[src/rtl/fifo_rd_stream.sv]
// Read-side drain engine: pulls words from the async FIFO read port without
// ever reading while empty, absorbs the one-cycle read latency in a 2-entry
// skid buffer, and presents the words as a valid/ready stream.
module fifo_rd_stream #(
  parameter int WIDTH = 8,
  parameter int CNT_W = 16
) (
  input  logic             rd_clk,
  input  logic             rst,
  input  logic             fifo_empty,
  output logic             fifo_rd_en,
  input  logic [WIDTH-1:0] fifo_rd_data,
  input  logic             flush,
  input  logic             clr_count,
  output logic             m_valid,
  input  logic             m_ready,
  output logic [WIDTH-1:0] m_data,
  output logic [CNT_W-1:0] word_count
);

  localparam logic [CNT_W-1:0] CNT_ONE = {{(CNT_W-1){1'b0}}, 1'b1};
  localparam logic [CNT_W-1:0] CNT_MAX = {CNT_W{1'b1}};

  logic [1:0]       occ;
  logic [1:0]       occ_next;
  logic [1:0]       occ_after_pop;
  logic             inflight;
  logic [WIDTH-1:0] entry0;
  logic [WIDTH-1:0] entry1;
  logic [WIDTH-1:0] entry0_next;
  logic [WIDTH-1:0] entry1_next;
  logic             pop;
  logic             arrive;
  logic [1:0]       pending;

  assign m_valid = (occ != 2'd0);
  assign m_data  = entry0;
  assign pop     = m_valid & m_ready;
  assign arrive  = inflight & ~flush;

  // occ + inflight never exceeds 2 and pop implies occ >= 1, so 2 bits hold
  // the result without wrap.
  assign pending = occ + {1'b0, inflight} - {1'b0, pop};

  // Only issue when the word can land in a slot that is guaranteed free.
  assign fifo_rd_en = ~rst & ~fifo_empty & ~flush & (pending < 2'd2);

  // Skid buffer next state: shift on pop, then place the arriving word in the
  // first free entry; flush empties the buffer and drops the in-flight word.
  always_comb begin
    entry0_next   = entry0;
    entry1_next   = entry1;
    occ_after_pop = occ - {1'b0, pop};
    if (pop) begin
      entry0_next = entry1;
    end
    if (arrive) begin
      if (occ_after_pop == 2'd0) begin
        entry0_next = fifo_rd_data;
      end else begin
        entry1_next = fifo_rd_data;
      end
    end
    occ_next = flush ? 2'd0 : (occ_after_pop + {1'b0, arrive});
  end

  // Skid buffer and in-flight tracking registers.
  always_ff @(posedge rd_clk or posedge rst) begin
    if (rst) begin
      occ      <= 2'd0;
      inflight <= 1'b0;
      entry0   <= '0;
      entry1   <= '0;
    end else begin
      occ      <= occ_next;
      inflight <= fifo_rd_en;
      entry0   <= entry0_next;
      entry1   <= entry1_next;
    end
  end

  // Delivered-word counter; saturates, and a clear coinciding with a pop
  // still counts that pop.
  always_ff @(posedge rd_clk or posedge rst) begin
    if (rst) begin
      word_count <= '0;
    end else if (clr_count) begin
      word_count <= pop ? CNT_ONE : '0;
    end else if (pop && (word_count != CNT_MAX)) begin
      word_count <= word_count + CNT_ONE;
    end
  end

endmodule

[config.mk]
export PLATFORM = sky130hd
export DESIGN_NAME = fifo_rd_stream
export DESIGN_NICKNAME = d
export VERILOG_FILES = /design/src/rtl/fifo_rd_stream.sv
export SDC_FILE = /design/constraint.sdc
export NUM_CORES = 1
export LEC_CHECK = 0
export CORE_MARGIN = 4
export CORE_UTILIZATION = 45
export CTS_CLUSTER_SIZE = 14
export DETAILED_ROUTE_END_ITERATION = 10
export MAX_ROUTING_LAYER = met4
export PLACE_DENSITY = 0.75
export SETUP_SLACK_MARGIN = 0.05
export SKIP_CTS_REPAIR_TIMING = 1
export SLEW_MARGIN = 20
export SYNTH_ARGS = -nofsm -noshare
export SYNTH_HDL_FRONTEND = slang
export SYNTH_SLANG_ARGS = --single-unit
[constraint.sdc]
create_clock -name rd_clk -period 2.2 [get_ports rd_clk]
set_input_delay 0.33 -clock rd_clk [delete_from_list [all_inputs] [get_ports rd_clk]]
set_output_delay 0.33 -clock rd_clk [all_outputs]
set_load 0.05 [all_outputs]
==> impl_metrics.ini <==
[power]
comb_power_share = 0.379
pwr-share-seq = 0.373
power_mw = 2.38
vdd_ir_drop_max_v = 0.000702
power.density_mw_per_mm2 = 945
switchingPower_mw = 0.882
p_leak_nw = 1.04
p_clk_frac = 0.248
power.internal_mw = 1.50
power.share.switching = 0.370

[grt]
antenna_found_initial = 0
track_usage = 0.172
overflow = 0
grt_pass1_wl_um = 6820
grt_pass1_vias = 1515
grt_max_degree = 36

[worst_setup_path]
end_kind = output pin
required_ns = 1.87
crit_family = buffers and inverters
arrival_ns = 1.79
critical_path.slowest_cell = clkdlybuf4s50_1
r2r_start = word_count[0]
r2r-end = word_count[14]
cp-endpoint = fifo_rd_en
path_cells = clkdlybuf4s50_1 -> inv_1 -> o21ai_1 -> a211oi_2 -> nor4_2 -> buf_4 -> buf_12
reg2reg_depth = 5
worstSetupPathType = primary input to output pin
reg2reg_slack_ns = 0.13
setup.worst_path.start_class = primary input
crit_start = m_ready
crit_cells = 7
crit_fanout = 3
crit_path_max_incr_delay_ns = 0.52
crit_buf_inv = 4

[floorplanning]
rows = 23
pin_count = 40
die_y_um = 72.3
core_sq_mm = 0.00400
initial_core_util = 0.465
die_area_sq_mm = 0.00522
die-width_um = 72.3

[synthesis]
syn_nets = 199
synth_edf_count = 0
synth.largest_area_cell = dfrtp_1
synth_compound_area_frac = 0.0942
seq_area_frac_synth = 0.471
avgSynthCellArea_sq_um = 10.2
synthArstFlopShare = 1.00
ys.flop_type = dfrtp_1
yosysUniqueCellTypes = 37
synth-adder-area-share = 0.0202
synth_top_family_by_area = simple AND/OR/NAND/NOR gates
synth_area_sq_mm = 0.00186
synth_xor_area_frac = 0.00942
ys_seq_elements = 35
synth.most_common_cell = dfrtp_1
synth_top_area_frac = 0.471
synth.area.mux_share = 0.133
synth_common_cells = dfrtp_1 (35), mux2_2 (14), nand2_1 (13), o21ai_0 (11)
synthSimpleGateAreaFrac = 0.239
synth_area_leaders = dfrtp_1 (47%), mux2_2 (8.5%), mux2i_1 (4.8%), or4_1 (3.2%), nor2b_1 (3.0%)
synth.yosys.warnings = 0
synthCells = 182

[timing]
period_minus_slack_ns = 2.12
max_slew_margin = 0.660
setup_ws_ns = 0.0759
clock_skew_ns = 0.0102
finalMaxSlewViolations = 0
holdWs_ns = 0.486
tightestPinTransition_ns = 0.508
fin_crit_sh = 0.966
timing_hold_violations_final = 0
fmax_ghz = 0.471
setup_viol = 0

[place]
port_buffers = 39
placed_area_sq_mm = 0.00239
gp_congestion = 0.789
hpwlAfterDp_um = 2630
post-place-ws_ns = 0.0526

[drt]
wl_per_cell_um = 14.0
viasPerCell = 5.49
drt_iter0_drc = 122
drc = 0
drt-total-wl_um = 3950
drt_pre_antenna_iters = 4
vias = 1548
ant_nets = 0

[clocking]
cts_buffers = 5
clock_latency_ns = 0.30
clock-root-buffer = clkbuf_8
clockBufferDepth = 2
clk_pin_slew_ns = 0.07
clock-sinks = 35
cts_tree = yes
h-tree-depth = 2

[worst_hold_path]
hold_path.class = primary input to async pin

[flow_run]
maxCapViolations = 0

[layout]
layout.nets = 248
syn_to_final_growth_pct = 35.7
drive_gt1_frac = 0.194
fillers = 340
fin_area_sq_mm = 0.00252
diodes = 0

[run_status]
status = finished clean
## power groups by stage
stage | Combinational, mW | Clock, mW | Sequential (mW)
finish | 0.904 | 0.592 | 0.888
global route | 0.974 | 0.631 | 0.916
CTS | 0.905 | 0.609 | 0.891
detailed placement | 0.900 | 0 | 0.899
global placement | 0.887 | 0 | 0.901
floorplan | 0.406 | 0 | 1.11
## logic make-up after synthesis
group / Yosys count
mux: 23
fa+ha+maj: 3
simple gates: 73
xor+xnor: 2
compound gates: 30
flops: 35
buf+inv: 16
## area by class of cell
| type | instances | area (sq um) | area share |
|---|---|---|---|
| flip-flops and latches | 35 | 878 | 0.348 |
| clock buffers | 5 | 68.8 | 0.0273 |
| multi-input cells | 131 | 947 | 0.375 |
| well taps | 50 | 62.6 | 0.0248 |
| repair buffers | 49 | 488 | 0.193 |
| inverters | 9 | 33.8 | 0.0134 |
| clock inverters | 3 | 43.8 | 0.0174 |
## tightest hold or removal path, cell delays in order
cell and delay, ns:
clkdlybuf4s50_1 0.44, inv_1 0.06, buf_4 0.38
## flip-flops by register name (all words and copies together) (netlist names)
name and count:
m_data 8, inflight 1, occ 2, entry1 8
word_count 16
## per-stage QoR
| stage | util | std cells | TNS [ns] |
|---|---|---|---|
| final | 0.631 | 282 | 0 |
| after CTS | 0.626 | 281 | 0 |
| after global routing | 0.631 | 282 | -0.0131 |
| after floorplan | - | 182 | 0 |
| after global placement | 0.598 | 273 | 0 |
| after detailed placement | 0.598 | 273 | 0 |
## how the worst min path moves through the flow
stage | startpoint | end | slack (ns)
2_1_floorplan | flush | occ[0] | 0.40
3_3_place_gp | entry1[6] | entry1[6] | 0.49
3_5_place_dp | entry1[2] | entry1[2] | 0.50
4_1_cts | rst | word_count[14] | 0.49
5_1_grt | rst | word_count[5] | 0.54
6_report | rst | word_count[0] | 0.49
## placed cells by master, fill, tap and decap left out, drive strengths merged, types with 5 or more instances in the layout
| cell type | instances |
|---|---|
| nor2 | 10 |
| mux2 | 14 |
| dfrtp | 35 |
| nand4 | 5 |
| nand2 | 14 |
| buf | 11 |
| nor4 | 6 |
| nand3 | 7 |
| or4 | 8 |
| nor2b | 9 |
| a21oi | 10 |
| o21ai | 11 |
| clkdlybuf4s50 | 38 |
| inv | 9 |
| clkbuf | 5 |
| mux2i | 9 |
| o31ai | 6 |
## layer usage
| metal | share of wire | vias to the layer above | track usage |
|---|---|---|---|
| li1 | - | 761 | - |
| met4 | 0.017 | 0 | 0.0647 |
| met1 | 0.45 | 737 | 0.216 |
| met3 | 0.051 | 8 | 0.0457 |
| met5 | 0 | - | - |
| met2 | 0.48 | 42 | 0.268 |
Power figures use the tool's default switching activity.
